`src/rtl/alu_seq.sv`:
```
// Registered ALU with valid/ready handshakes: single-cycle add/sub/compare/logic ops
// and a WIDTH-cycle shift-add multiply, with output backpressure.
module alu_seq #(
   parameter int WIDTH      = 4,
   parameter bit SIGNED_CMP = 1'b0
) (
   input  logic                 clk,
   input  logic                 rst,
   input  logic                 in_valid,
   output logic                 in_ready,
   input  logic [2:0]           op,
   input  logic [WIDTH-1:0]     a,
   input  logic [WIDTH-1:0]     b,
   output logic                 out_valid,
   input  logic                 out_ready,
   output logic [2*WIDTH-1:0]   result,
   output logic                 carry,
   output logic                 eq,
   output logic                 less,
   output logic                 great,
   output logic                 err,
   output logic                 busy
);

   localparam int RW = 2 * WIDTH;
   localparam int CW = $clog2(WIDTH + 1);

   localparam logic [2:0] OP_ADD = 3'b000;
   localparam logic [2:0] OP_SUB = 3'b001;
   localparam logic [2:0] OP_CMP = 3'b010;
   localparam logic [2:0] OP_AND = 3'b011;
   localparam logic [2:0] OP_OR  = 3'b100;
   localparam logic [2:0] OP_XOR = 3'b101;
   localparam logic [2:0] OP_MUL = 3'b110;

   typedef enum logic {
      S_IDLE,
      S_MUL
   } state_t;

   state_t state, state_next;

   logic              accept;
   logic              mul_start;
   logic              mul_last;
   logic [RW-1:0]     mul_acc;
   logic [RW-1:0]     mul_mcand;
   logic [RW-1:0]     mul_sum;
   logic [WIDTH-1:0]  mul_mplier;
   logic [WIDTH-1:0]  mul_a;
   logic [WIDTH-1:0]  mul_b;
   logic [CW-1:0]     mul_count;

   logic [WIDTH:0]    add_sum;
   logic [WIDTH-1:0]  sub_diff;
   logic [RW-1:0]     alu_result;
   logic              alu_carry;
   logic              alu_err;
   logic [2:0]        alu_cmp;

   // Returns {eq, less, great}; the signedness is fixed at elaboration
   function automatic logic [2:0] compare(input logic [WIDTH-1:0] x, input logic [WIDTH-1:0] y);
      logic lt;
      logic gt;
      if (SIGNED_CMP) begin
         lt = $signed(x) < $signed(y);
         gt = $signed(x) > $signed(y);
      end else begin
         lt = x < y;
         gt = x > y;
      end
      return {x == y, lt, gt};
   endfunction

   // in_ready is held low during reset so nothing is accepted while rst is asserted
   assign in_ready  = !rst && (state == S_IDLE) && (!out_valid || out_ready);
   assign accept    = in_valid && in_ready;
   assign mul_start = accept && (op == OP_MUL);
   assign mul_last  = (state == S_MUL) && (mul_count == CW'(WIDTH - 1));
   assign busy      = (state == S_MUL);
   assign mul_sum   = mul_acc + (mul_mplier[0] ? mul_mcand : '0);

   always_ff @(posedge clk or posedge rst) begin
      if (rst) begin
         state <= S_IDLE;
      end else begin
         state <= state_next;
      end
   end

   always_comb begin
      state_next = state;
      case (state)
         S_IDLE: if (mul_start) state_next = S_MUL;
         S_MUL:  if (mul_last)  state_next = S_IDLE;
         default: state_next = S_IDLE;
      endcase
   end

   // Single-cycle operations evaluated directly from the inputs presented at accept
   always_comb begin
      add_sum    = {1'b0, a} + {1'b0, b};
      sub_diff   = a - b;
      alu_result = '0;
      alu_carry  = 1'b0;
      alu_err    = 1'b0;
      alu_cmp    = compare(a, b);
      case (op)
         OP_ADD: begin
            alu_result = RW'(add_sum);
            alu_carry  = add_sum[WIDTH];
         end
         OP_SUB: begin
            alu_result = RW'(sub_diff);
            alu_carry  = (a < b);
         end
         OP_CMP: alu_result = '0;
         OP_AND: alu_result = RW'(a & b);
         OP_OR:  alu_result = RW'(a | b);
         OP_XOR: alu_result = RW'(a ^ b);
         OP_MUL: alu_result = '0;
         default: begin
            alu_err = 1'b1;
            alu_cmp = 3'b000;
         end
      endcase
   end

   // Shift-add multiplier: one partial product folded in per cycle, LSB of b first
   always_ff @(posedge clk or posedge rst) begin
      if (rst) begin
         mul_acc    <= '0;
         mul_mcand  <= '0;
         mul_mplier <= '0;
         mul_a      <= '0;
         mul_b      <= '0;
         mul_count  <= '0;
      end else if (mul_start) begin
         mul_acc    <= '0;
         mul_mcand  <= RW'(a);
         mul_mplier <= b;
         mul_a      <= a;
         mul_b      <= b;
         mul_count  <= '0;
      end else if (state == S_MUL) begin
         mul_acc    <= mul_sum;
         mul_mcand  <= mul_mcand << 1;
         mul_mplier <= mul_mplier >> 1;
         mul_count  <= mul_count + CW'(1);
      end
   end

   // Output register: values persist after drain, only out_valid drops
   always_ff @(posedge clk or posedge rst) begin
      if (rst) begin
         out_valid <= 1'b0;
         result    <= '0;
         carry     <= 1'b0;
         eq        <= 1'b0;
         less      <= 1'b0;
         great     <= 1'b0;
         err       <= 1'b0;
      end else if (mul_last) begin
         out_valid          <= 1'b1;
         result             <= mul_sum;
         carry              <= 1'b0;
         {eq, less, great}  <= compare(mul_a, mul_b);
         err                <= 1'b0;
      end else if (accept && !mul_start) begin
         out_valid          <= 1'b1;
         result             <= alu_result;
         carry              <= alu_carry;
         {eq, less, great}  <= alu_cmp;
         err                <= alu_err;
      end else if (mul_start) begin
         out_valid <= 1'b0;
      end else if (out_valid && out_ready) begin
         out_valid <= 1'b0;
      end
   end

endmodule
```
`config.mk`:
```
export PLATFORM = sky130hd
export DESIGN_NAME = alu_seq
export DESIGN_NICKNAME = d
export VERILOG_FILES = /design/src/rtl/alu_seq.sv
export SDC_FILE = /design/constraint.sdc
export NUM_CORES = 1
export LEC_CHECK = 0
export BUFFER_PORTS_ARGS = -buffer_cell sky130_fd_sc_hd__clkbuf_2
export CORE_ASPECT_RATIO = 0.5
export CORE_MARGIN = 2
export CORE_UTILIZATION = 59
export DETAILED_ROUTE_END_ITERATION = 10
export PLACE_DENSITY = 0.8
export SLEW_MARGIN = 25
export SYNTH_ARGS = -nofsm -noshare
export SYNTH_HDL_FRONTEND = slang
export SYNTH_SLANG_ARGS = --single-unit
export TNS_END_PERCENT = 10
```
`constraint.sdc`:
```
create_clock -name clk -period 2.9 [get_ports clk]
set_input_delay 0.29 -clock clk [delete_from_list [all_inputs] [get_ports clk]]
set_output_delay 0.29 -clock clk [all_outputs]
set_load 0.005 [all_outputs]
```
Word level (Yosys, flattened, before mapping)
Cells that the tools add are included.
{ "totals": {"in_bits": 15, "word_cells": 83, "reg_bits": 46, "out_inout_bits": 16} }
{ "classes": {"n_addsub": 4, "n_mux": 32, "n_lt_le_gt_ge": 4, "reduce_logical": 16, "n_bitwise": 4, "eq_ne": 9} }
{ "ops": {"columns": ["op", "n"], "rows": [
  ["two-way mux 8 bit", 7],
  ["case mux 5 bit (5 select lines)", 1],
  ["two-way mux 1 bit", 17],
  ["== test 3 x 2 -> 1 bit, second input constant", 3],
  ["== test 3 bit, second input constant", 3],
  ["two-way mux 3 bit", 3],
  ["adder 8 bit", 1],
  ["== test 4 bit", 2],
  ["> comparator 4 bit", 2],
  ["less-than comparator 4 bit", 2],
  ["two-way mux 4 bit", 2],
  ["logical AND 1 bit", 7],
  ["OR reduction 7 bit", 1],
  ["adder 4 x 4 -> 5 bit", 1],
  ["bitwise AND 4 bit", 1],
  ["OR 4 bit", 1],
  ["case mux 1 bit (2 select lines)", 2],
  ["nonzero test 2 bit", 2],
  ["nonzero test 4 bit", 1],
  ["subtractor 4 bit", 1],
  ["bitwise XOR 4 bit", 1],
  ["adder 3 x 1 -> 3 bit, second input constant", 1],
  ["== test 3 x 1 -> 1 bit, second input constant", 1],
  ["zero test 1 bit", 3],
  ["other kinds (3)", 3]
]} }

Longest topological paths before layout
{ "logic_depth": {"depth_word": 9, "ltp_mapped": 8} }

Least setup slack after synthesis
No wires, ideal clock.
{ "synth_path": {"path_type": "register to register", "startpoint": "reg mul_mplier[0]", "endpoint": "reg mul_acc[6]", "n_path_buf": 0, "slack_ns": 0.729, "setup_ns": 0.131, "t_arrival_ns": 2.040, "path_stages_with_launch": 9, "synth_period_minus_slack_ns": 2.171, "cell_sequence": "dfrtp_1 > and2_1 > ha_1 > fa_1 > a21o_1 > a21o_1 > a21o_1 > a311oi_1 > o21ai_0"} }
{ "synth_via": {"elab_chain_len": 4} }
{ "synth_lines": {"columns": ["element", "line_no", "rtl"], "rows": [
  ["from (decl)", "49", "logic [WIDTH-1:0] mul_mplier;"],
  ["from (signal assigned)", "148", "mul_mplier <= mul_mplier >> 1;"],
  ["two-way mux 8 bit", "81", "assign mul_sum = mul_acc + (mul_mplier[0] ? mul_mcand : '0);"],
  ["adder 8 bit", "81", null],
  ["two-way mux 8 bit", "145", "end else if (state == S_MUL) begin"],
  ["two-way mux 8 bit", "138", "end else if (mul_start) begin"],
  ["to (signal assigned)", "146", "mul_acc <= mul_sum;"],
  ["to (decl)", "46", "logic [RW-1:0] mul_acc;"]
]} }
Every way passes these cells. The select of a mux whose other input is x is not followed.
A chain may end at the register's enable or synchronous reset.

Worst setup path after layout
{ "layout_path": {"startpoint": "reg mul_mplier[0]", "endpoint": "reg result[6]"} }
{ "layout_via": {"elab_chain_len": 3} }
{ "layout_lines": {"columns": ["element", "line_no", "rtl"], "rows": [
  ["two-way mux 8 bit", "81", null],
  ["adder 8 bit", "81", null],
  ["two-way mux 8 bit", "163", "end else if (mul_last) begin"],
  ["to (signal assigned)", "165", "result <= mul_sum;"],
  ["to (signal assigned)", "171", "result <= alu_result;"],
  ["to (decl)", "16", "output logic [2*WIDTH-1:0] result,"]
]} }
Every way passes these cells.

==> impl_metrics.json <==
{
  "synth_ff_type": "dfrtp_1",
  "dr.pass1.iters": 5,
  "cts_buffers": 5,
  "drtIter0Drc": 132,
  "cts_setup_buffers": 0,
  "ys.warnings.count": 0,
  "synth_cell_types": 51,
  "worstReg2RegEnd": "result[6]",
  "synthTopCellsByArea": "dfrtp_1 41%, ha_1 11%, nand2_1 6.8%, o21ai_0 4.6%, inv_1 3.3%",
  "finalSetupTns_ns": 0,
  "synth_top_cell_area_share": 0.407,
  "async_flop_share": 1.00,
  "area_growth_pct": 10.7,
  "nNetsFinal": 375,
  "route.vias.total": 2332,
  "fin_crit_ns": 2.40,
  "dieArea_mm2": 0.00539,
  "synth_top_area_cell": "dfrtp_1",
  "grt_overflow": 0,
  "avgSynthCellArea_um2": 9.27,
  "postRouteWirelength_mm": 6.56,
  "required_ns": 3.08,
  "cts_sinks": 46,
  "slew_headroom": 0.493,
  "report.final.slew_viol_count": 0,
  "hold_viol_final": 0,
  "synth_cells": 305,
  "remaining_drc_errors": 0,
  "grt_pass1_wl_mm": 10.7,
  "clock_skew_ns": 0.00450,
  "powerDensity_mw_per_mm2": 787,
  "die_height_um": 52.9,
  "fin_crit_sh": 0.827,
  "cp_slowest_cell": "dfrtp_1",
  "core_area_mm2": 0.00451,
  "worstPathCellList": "and2_1 > ha_1 > fa_1 > a21o_1 > a21o_1 > a21o_1 > a311oi_1 > o21ai_0",
  "cp-start-kind": "register",
  "num_io_pins": 31,
  "start_util": 0.627,
  "synth.cell_area_mm2": 0.00283,
  "wl_per_cell_um": 16.4,
  "vias_per_cell": 5.84,
  "critPathCaptureType": "register",
  "postRouteAntennaNets": 0,
  "critPathKind": "register to register",
  "max_freq_ghz": 0.417,
  "layout-drive-gt1-share": 0.141,
  "final-setup-viol-count": 0,
  "r2r_start": "mul_mplier[0]",
  "critical-path-top-delay-family": "compound AO/OA/AOI/OAI gates",
  "track_usage": 0.266,
  "ys_ff_latch": 46,
  "clock_latency_ns": 0.30,
  "drv_cap": 0,
  "synth_edf_count": 0,
  "gp_congestion": 0.877,
  "reg2regPathDepth": 8,
  "rows": 17,
  "worst_slew_pin_slew_ns": 0.758,
  "io_buffer_count": 30,
  "status": "finished, final reports clean",
  "dp.final_hpwl_mm": 4.92,
  "ir_drop_uv": 288,
  "cts_tree": "yes",
  "critPathMaxFanout": 9,
  "root_buffer": "clkbuf_8",
  "ctsHtreeMaxLevel": 2,
  "cts.clk_slew.worst_paths_ns": 0.09,
  "total_power_mw": 2.46,
  "nFillCells": 363,
  "antenna_found_initial": 0,
  "hold_buffers": 0,
  "ff2ff_setup_slack_ns": 0.50,
  "cp.arrival_ns": 2.57,
  "yosysSeqAreaShare": 0.407,
  "critPathMaxStageDelay_ns": 0.47,
  "crit_top_cell": "a21o_1",
  "grt_max_degree": 34,
  "grt_setup_unrepaired": "no",
  "fin_util": 0.694,
  "first_global_vias": 2221,
  "path_buf_inv": 0,
  "die_x_um": 102,
  "power_leakage_nw": 1.63,
  "synth_fp_nets": 348,
  "ctsResizeCount": 0,
  "hp-class": "primary input to async pin",
  "cts_max_path_buffers": 2,
  "diodes": 0
}
[cells in the mapped netlist, types with 2 or more instances]
cell type and n:
nand3_1 3, a22o_1 2, a31oi_1 4, o21ai_0 26, buf_2 3, xor2_1 4
xnor2_1 3, a21oi_1 12, a211oi_1 3, fa_1 3, a21o_1 10, nand2b_1 4
nor2b_1 5, inv_1 25, nand2_1 51, nor2_1 13, dfrtp_1 46, nand3b_1 2
a2111oi_0 2, o22ai_1 3, a221o_1 6, nand4_1 2, o21bai_1 2, and2_1 8
clkbuf_1 9, a22oi_1 3, a311oi_1 2, ha_1 25, nor4_1 2
[cell type report]
cell class              instances  area [µm²]  share of cell area
well taps                      66        82.6              0.0264
repair buffers                 33         173              0.0552
clock buffers                   7        76.3              0.0244
clock inverters                 1        30.0             0.00960
multi-input cells             221        1520               0.486
inverters                      25        95.1              0.0304
flip-flops and latches         46        1150               0.368
[per-layer routing]
metal  wire (µm)  GRT usage  part of all wire  vias to the layer above
met4          99     0.0933             0.015                        0
met2        3070      0.444              0.47                       75
met3         354     0.0410             0.054                       10
met1        3030      0.360              0.46                     1123
met5           0          0                 0                        -
li1            -          -                 -                     1124
[worst register-to-register path: stages, from the launching register on]
cell and delay (ns):
dfrtp_1 0.47, and2_1 0.18, ha_1 0.21, fa_1 0.41, a21o_1 0.18, a21o_1 0.21
a21o_1 0.18, a311oi_1 0.31, o21ai_0 0.12
[placed cells by master (no fill, tap or decap), types with 2 or more instances in the layout]
cell type   n
nand2b_1    4
o21ai_0    26
nor4_1      2
nand4_1     2
a311oi_1    2
ha_1       25
o22ai_1     3
inv_1      24
nor2_1     13
o21bai_1    2
nand3_1     3
xnor2_1     3
dfrtp_1    46
nand2_1    51
a31oi_1     4
and2_1      8
clkbuf_2   30
a2111oi_0   2
a211oi_1    3
a221o_1     6
clkbuf_1    2
a22oi_1     3
a22o_1      2
xor2_1      4
a21oi_1    12
clkbuf_8    5
a21o_1     10
fa_1        3
nand3b_1    2
nor2b_1     5
buf_4       3
[cell families after synthesis]
kind of cell / after synthesis / share of synthesized area
AO/OA/AOI/OAI: 84 / 0.199
XOR/XNOR: 7 / 0.0217
adder cells (fa/ha/maj): 28 / 0.132
buffers and inverters: 38 / 0.0544
flip-flops: 46 / 0.407
multiplexers: 2 / 0.0115
AND/OR/NAND/NOR: 100 / 0.174
[flip-flops by register name (all words and copies together), names as in the netlist, 3 cells and up]
signal      flops
mul_b           4
result          8
mul_mplier      4
mul_mcand       8
mul_a           4
mul_acc         8
mul_count       3
[report_power, final]
part	total (mW)	switching, mW	internal, mW
logic	0.947	0.557	0.390
clock network	0.476	0.218	0.258
registers	1.04	0.155	0.884
[worst max path at each step]
stage | start | cells after the start | end
3_5_place_dp | mul_mplier[0] | 8 | result[6]
5_1_grt | mul_mplier[0] | 8 | mul_acc[6]
3_3_place_gp | mul_mplier[0] | 8 | result[6]
6_report | mul_mplier[0] | 8 | result[6]
2_1_floorplan | mul_mplier[0] | 8 | mul_acc[6]
4_1_cts | mul_mplier[0] | 8 | result[6]
[through the flow]
stage | worst slack [ns] | hold WS, ns | instance area (µm²) | cells
after floorplan | 0.729 | 0.409 | 2830 | 305
after global placement | 0.613 | 0.450 | 3020 | 391
after detailed placement | 0.562 | 0.359 | 3020 | 391
after CTS | 0.525 | 0.0319 | 3130 | 399
after global routing | 0.391 | 0.0561 | 3130 | 399
final | 0.502 | 0.0126 | 3130 | 399
(Power assumes the default switching activity.)
